==> src/rtl/gd_report_pkg.sv <==
// Shared definitions for the gradient-descent result reporter: FSM encoding, frame constants, baud math.
// Frame length depends on GD_TX_CHECKSUM_EN (defined: 10 bytes incl. XOR checksum, undefined: 9 bytes).
// No logic; constants and a constant function only.
package gd_report_pkg;

  typedef enum logic [2:0] {
    ST_IDLE  = 3'd0,
    ST_CLEAR = 3'd1,
    ST_RUN   = 3'd2,
    ST_LATCH = 3'd3,
    ST_SEND  = 3'd4
  } state_t;

  localparam logic [7:0] SYNC_BYTE_DEFAULT = 8'hA5;

`ifdef GD_TX_CHECKSUM_EN
  localparam int FRAME_LEN = 10;
`else
  localparam int FRAME_LEN = 9;
`endif

  // Integer-truncated number of clock cycles per UART bit.
  function automatic int clks_per_bit(input int clk_hz, input int baud);
    return clk_hz / baud;
  endfunction

endpackage

==> src/rtl/gd_uart_byte_tx.sv <==
// 8N1 byte serializer: start bit, 8 data bits LSB-first, stop bit, each CLKS_PER_BIT cycles.
// Latency: tx drops to the start bit on the edge that accepts a byte.
// Backpressure: ready is high when idle or in the last cycle of the stop bit, allowing back-to-back bytes.
module gd_uart_byte_tx
  import gd_report_pkg::*;
#(
  parameter int CLKS_PER_BIT = 868
) (
  input  logic       clk,
  input  logic       rst,
  input  logic [7:0] data,
  input  logic       valid,
  output logic       ready,
  output logic       tx,
  output logic       byte_done
);

  localparam int CNT_W = (CLKS_PER_BIT > 1) ? $clog2(CLKS_PER_BIT) : 1;

  logic             active;
  logic [CNT_W-1:0] baud_cnt;
  logic [3:0]       bit_idx;
  logic [7:0]       shreg;
  logic             bit_end;

  assign bit_end   = active && (baud_cnt == CNT_W'(CLKS_PER_BIT - 1));
  assign byte_done = bit_end && (bit_idx == 4'd9);
  assign ready     = !active || byte_done;

  // Baud counter, bit index and line driver; a new byte preempts the final stop-bit cycle.
  always_ff @(posedge clk) begin
    if (!rst) begin
      active   <= 1'b0;
      baud_cnt <= '0;
      bit_idx  <= '0;
      shreg    <= '0;
      tx       <= 1'b1;
    end else if (valid && ready) begin
      active   <= 1'b1;
      baud_cnt <= '0;
      bit_idx  <= '0;
      shreg    <= data;
      tx       <= 1'b0;
    end else if (bit_end) begin
      baud_cnt <= '0;
      if (bit_idx == 4'd9) begin
        active  <= 1'b0;
        bit_idx <= '0;
        tx      <= 1'b1;
      end else begin
        bit_idx <= bit_idx + 4'd1;
        tx      <= (bit_idx == 4'd8) ? 1'b1 : shreg[bit_idx[2:0]];
      end
    end else if (active) begin
      baud_cnt <= baud_cnt + CNT_W'(1);
    end
  end

endmodule

==> src/rtl/gd_result_uart_tx.sv <==
// Runs one timer measurement per trigger and reports SYNC + time_elapsed + flops_count (+ XOR checksum with GD_TX_CHECKSUM_EN) over UART 8N1.
// Latency: trigger to first start bit is 3 cycles plus the RUN wait for timer_done.
// Backpressure: trigger is ignored while busy; nothing is queued.
module gd_result_uart_tx
  import gd_report_pkg::*;
#(
  parameter int         CLK_HZ       = 100_000_000,
  parameter int         BAUD         = 115200,
  parameter logic [7:0] SYNC_BYTE    = SYNC_BYTE_DEFAULT,
  parameter int         DONE_TIMEOUT = 4096
) (
  input  logic        clk,
  input  logic        rst,
  input  logic        trigger,
  output logic        timer_clear,
  output logic        timer_start,
  input  logic        timer_done,
  input  logic [31:0] time_elapsed,
  input  logic [31:0] flops_count,
  output logic        tx,
  output logic        busy,
  output logic        frame_sent,
  output logic        timeout
);

  localparam int CLKS_PER_BIT = clks_per_bit(CLK_HZ, BAUD);
  localparam int WAIT_W       = $clog2(DONE_TIMEOUT + 1);

  state_t            state, state_nxt;
  logic [WAIT_W-1:0] wait_cnt;
  logic [3:0]        byte_idx;
  logic [31:0]       te_q, fc_q;
  logic [63:0]       payload;
  logic [7:0]        byte_sel;
  logic              last_byte, run_expired;
  logic              ser_valid, ser_ready, ser_done;
  logic [7:0]        ser_data;

  assign payload     = {fc_q, te_q};
  assign last_byte   = (byte_idx == 4'(FRAME_LEN - 1));
  assign run_expired = (wait_cnt == WAIT_W'(DONE_TIMEOUT - 1));

  // byte_idx names the byte currently on the line, so the next byte is payload[byte_idx].
`ifdef GD_TX_CHECKSUM_EN
  logic [7:0] checksum;

  // XOR of the eight payload bytes; the sync byte is not covered.
  always_comb begin
    checksum = '0;
    for (int i = 0; i < 8; i++) checksum = checksum ^ payload[8*i +: 8];
  end

  assign byte_sel = (byte_idx == 4'd8) ? checksum : payload[{byte_idx[2:0], 3'b000} +: 8];
`else
  assign byte_sel = payload[{byte_idx[2:0], 3'b000} +: 8];
`endif

  // State register.
  always_ff @(posedge clk) begin
    if (!rst) state <= ST_IDLE;
    else      state <= state_nxt;
  end

  // Next-state logic.
  always_comb begin
    state_nxt = state;
    case (state)
      ST_IDLE:  if (trigger) state_nxt = ST_CLEAR;
      ST_CLEAR: state_nxt = ST_RUN;
      ST_RUN: begin
        if (timer_done)       state_nxt = ST_LATCH;
        else if (run_expired) state_nxt = ST_IDLE;
      end
      ST_LATCH: state_nxt = ST_SEND;
      ST_SEND:  if (ser_done && last_byte) state_nxt = ST_IDLE;
      default:  state_nxt = ST_IDLE;
    endcase
  end

  // Outputs decoded from state; the sync byte is handed over in LATCH so tx starts on entry to SEND.
  always_comb begin
    busy        = (state != ST_IDLE);
    timer_clear = (state == ST_CLEAR);
    timer_start = (state == ST_RUN);
    ser_valid   = 1'b0;
    ser_data    = SYNC_BYTE;
    if (state == ST_SEND) begin
      ser_valid = ser_done && !last_byte;
      ser_data  = byte_sel;
    end else if (state == ST_LATCH) begin
      ser_valid = 1'b1;
    end
  end

  // Wait counter, shadow capture, byte sequencing and the status flags.
  always_ff @(posedge clk) begin
    if (!rst) begin
      wait_cnt   <= '0;
      byte_idx   <= '0;
      te_q       <= '0;
      fc_q       <= '0;
      timeout    <= 1'b0;
      frame_sent <= 1'b0;
    end else begin
      frame_sent <= 1'b0;
      case (state)
        ST_IDLE:  if (trigger) timeout <= 1'b0;
        ST_CLEAR: wait_cnt <= '0;
        ST_RUN: begin
          if (!timer_done) begin
            if (run_expired) timeout <= 1'b1;
            else             wait_cnt <= wait_cnt + WAIT_W'(1);
          end
        end
        ST_LATCH: begin
          te_q     <= time_elapsed;
          fc_q     <= flops_count;
          byte_idx <= '0;
        end
        ST_SEND: begin
          if (ser_done) begin
            if (last_byte) frame_sent <= 1'b1;
            else           byte_idx   <= byte_idx + 4'd1;
          end
        end
        default: ;
      endcase
    end
  end

  gd_uart_byte_tx #(
    .CLKS_PER_BIT(CLKS_PER_BIT)
  ) u_byte_tx (
    .clk      (clk),
    .rst      (rst),
    .data     (ser_data),
    .valid    (ser_valid),
    .ready    (ser_ready),
    .tx       (tx),
    .byte_done(ser_done)
  );

endmodule

==> config.mk <==
export PLATFORM = sky130hd
export DESIGN_NAME = gd_result_uart_tx
export DESIGN_NICKNAME = d
export VERILOG_FILES = /design/src/rtl/gd_report_pkg.sv /design/src/rtl/gd_uart_byte_tx.sv /design/src/rtl/gd_result_uart_tx.sv
export SDC_FILE = /design/constraint.sdc
export NUM_CORES = 1
export LEC_CHECK = 0
export CAP_MARGIN = 20
export CORE_MARGIN = 4
export CORE_UTILIZATION = 40
export DETAILED_ROUTE_END_ITERATION = 8
export GPL_ROUTABILITY_DRIVEN = 0
export MAX_ROUTING_LAYER = met4
export PLACE_DENSITY = 0.61
export SYNTH_ARGS = -nofsm -noshare
export SYNTH_HDL_FRONTEND = slang
export SYNTH_SLANG_ARGS = --single-unit
export TNS_END_PERCENT = 100
==> constraint.sdc <==
create_clock -name clk -period 2.3 [get_ports clk]
set_input_delay 0.575 -clock clk [delete_from_list [all_inputs] [get_ports clk]]
set_output_delay 0.575 -clock clk [all_outputs]
set_load 0.02 [all_outputs]
==> results by group <==
Status
  – Status: finished, final reports clean

Timing
  – Final setup fails: 0
  – Hold violation count in the final report: 0
  – Worst Skew: around 0.0092 ns
  – Post-layout min period: ~2.2 ns
  – Fmax: 0.454 GHz
  – Setup tns final: 0 ns
  – Max-slew headroom: 60.7%
  – Worst Tran Pin Value: 0.588 ns
  – Tcrit/Tclk final: between 90 and 100%
  – RSZ-0062 raised after global routing: no
  – Slew Limit Fails: 0

GRT
  – Pin count of the biggest net entering global routing: 69
  – Initial antenna violation count: 0
  – First-pass GRT wire length: 20900 um
  – Vias in the first global route: between 4000 and 5000
  – Gr ovfl total: 0
  – GRT Util Overall: 18.2%

Synth
  – Syn Inst Count: a little under 600
  – Post-Synth Adder-Cell Area: 0.983%
  – Avg Cell Area, Syn: 8.72 um^2
  – EDFF count, synth: 0
  – Synth warn: 0
  – Largest family of logic cells by synthesized area: simple AND/OR/NAND/NOR gates
  – Async set-or-reset flop fraction in the synthesized netlist: 0%
  – Register bit total from synthesis: 110
  – Synth Area in Simple Gates: 25.2%
  – Post-synth top flop: dfxtp_1
  – Xor/xnor cell area share of the yosys netlist: 1.89%
  – Syn Nets: 656
  – Compound-Gate Fraction of Synth Area: 14.8%
  – Mapped Area: 5090 um^2
  – Multiplexer share of the synthesized area: 9.78%
  – Register area share after synthesis: between 40% and 50%
  – Yosys cell types: 60

Placed design
  – Post-Place Cells: 803
  – HPWL after DPL: 9100 um
  – I/O Buffers: 73

Clock tree
  – CTS tree: yes
  – Clock buffer depth: 2
  – H-tree levels: 3
  – Clk pin slew, worst setup/hold paths: 0.07 ns
  – CTS root buf: clkbuf_16
  – CTS Buf Count: 9
  – CTS Sinks: 110
  – Clk Latency, worst-skew pair: 0.35 ns
  – Total setup buffers inserted after CTS: 0

Final layout
  – Finished Layout Cells: 817
  – Nets: 718
  – Area growth from synthesis to layout: 24.6%
  – Commonest non-fill, non-tap cells in the layout: nand2_1, dfxtp_1, a21oi_1
  – Antenna Cells: 0
  – Share of cells above drive strength 1: 10.2%
  – Commonest non-fill, non-tap cell in the layout: nand2_1

Routing
  – DRT antenna net count: 0
  – Vias/cell: about 5.4
  – DR DRC count: 0
  – Vias: roughly 4400
  – Drt total wl: 12600 um
  – Starting DRT DRC Count: 271
  – Routed len/inst: 15.5 um
  – First-pass iteration count of the detailed router: 4

Worst setup path
  – Worst path cell trace: buf_4 -> nor3_2 -> inv_1 -> clkdlybuf4s50_1
  – Worst setup EP type: output pin
  – Reg-to-Reg Start: u_byte_tx.baud_cnt[0]
  – Crit path largest cell delay: 0.53 ns
  – Crit Path Category: reg2out
  – CP Launch Type: flip-flop
  – CP max FO: 9
  – Worst Setup SP: state[2]
  – Data arrival time of the critical path: 1.63 ns
  – WP data required: 1.73 ns
  – CP max stage cell: clkdlybuf4s50_1

Min path
  – HP Class: reg2reg
  – Worst Min Path Start: wait_cnt[12]

Floorplan
  – Starting Density: 41.7%
  – Core area: 12200 um^2
  – Die area: 14600 um^2
  – Row count: 40
  – Die Wd: 121 um
  – Die Y: ~120 um
  – I/O pin cnt: 74

Power
  – VDD IR max: about 0.00034 V
  – Power Total: 3.94 mW
  – PwrDens: 621 nW/um^2
  – Leak: roughly 2.2 nW

Run
  – Max-cap violations: 0
==> sequential cells by signal, indices dropped and copies added (netlist names) <==
name                cells
byte_idx                4
fc_q                   32
frame_sent              1
state                   3
te_q                   32
timeout                 1
u_byte_tx.active        1
u_byte_tx.baud_cnt     10
u_byte_tx.bit_idx       4
u_byte_tx.shreg         8
u_byte_tx.tx            1
wait_cnt               13
==> critical path: cells and delay by family (launching register included) <==
kind | cells | cell delay [ns]
buffers and inverters | 3 | 0.74
flip-flops | 1 | 0.31
AND/OR/NAND/NOR | 1 | 0.22
==> metal layers <==
layer	wire (um)	vias to the layer above	global-route usage, %	share of wire [%]
li1	-	2197	-	-
met1	5970	2098	24.2	47
met2	5950	99	28.2	47
met3	491	15	2.85	3.9
met4	229	0	6.59	1.8
met5	0	-	-	0
==> final timing paths <==
path	slack [ns]	to	cells past startpoint
setup / recovery	0.1	busy	4
hold / removal	0.45	wait_cnt[12]	2
setup reg to reg	0.25	u_byte_tx.shreg[4]	5
hold reg to reg	0.45	wait_cnt[12]	2
==> per-stage QoR <==
step	setup WS, ns	util [%]	cell area [um^2]	hold WS, ns
after detailed placement	0.0420	49.3	6020	0.435
after floorplan	0.183	-	5090	0.408
after global routing	0.0165	52.0	6350	0.462
after global placement	0.0751	49.3	6020	0.424
final	0.0953	52.0	6350	0.448
after CTS	0.00240	51.9	6340	0.445
==> kinds of logic after synthesis <==
logic type,Yosys count
buf+inv,49
simple gates,253
flops,110
compound gates,130
xor+xnor,11
mux,27
fa+ha+maj,4
==> area by class of cell <==
type	count	area, um^2
multi-input combinational	425	2690
tap	168	210
fill	1148	5870
timing repair buffer	92	896
clock inverter	3	68.8
inverter	8	30.0
clock buffer	11	253
sequential	110	2200
==> synth_stat cells, drive strengths merged, types with 3 or more instances <==
library cell / instances / share of area, %
or4: 8 / 1.2
o22ai: 7 / 0.86
nand2: 152 / 11
o21a: 5 / 0.74
o211ai: 4 / 0.59
and4: 6 / 1.0
o31ai: 9 / 1.3
mux4: 18 / 8.0
a21oi: 85 / 8.4
mux2i: 7 / 1.4
clkbuf: 26 / 1.9
nor2: 16 / 1.2
nor3b: 8 / 1.2
inv: 7 / 0.52
dfxtp: 110 / 43
nand4: 8 / 1.3
xnor2: 7 / 1.2
ha: 4 / 0.98
nor3: 16 / 1.9
o21ai: 8 / 0.86
or3: 4 / 0.49
buf: 15 / 1.6
o211a: 4 / 0.79
and3: 3 / 0.37
xor2: 4 / 0.69
nand3: 13 / 1.4
==> where the power goes <==
group          internal (mW)  total, mW  switching [mW]  leakage, nW
Combinational          0.167      0.313           0.146         1.15
Clock                   1.00       1.69           0.682        0.158
Sequential              1.93       1.94          0.0132        0.887
Total                   3.10       3.94           0.841         2.20
==> what timing repair did <==
item | 4_1_cts | 5_1_grt
setup endpoints to repair | 2 | 1
hold endpoints to repair | 0 | 0
hold buffers | 0 | 0
resized for setup | 2 | 1
Note: power is estimated with default switching activity, not from simulation.
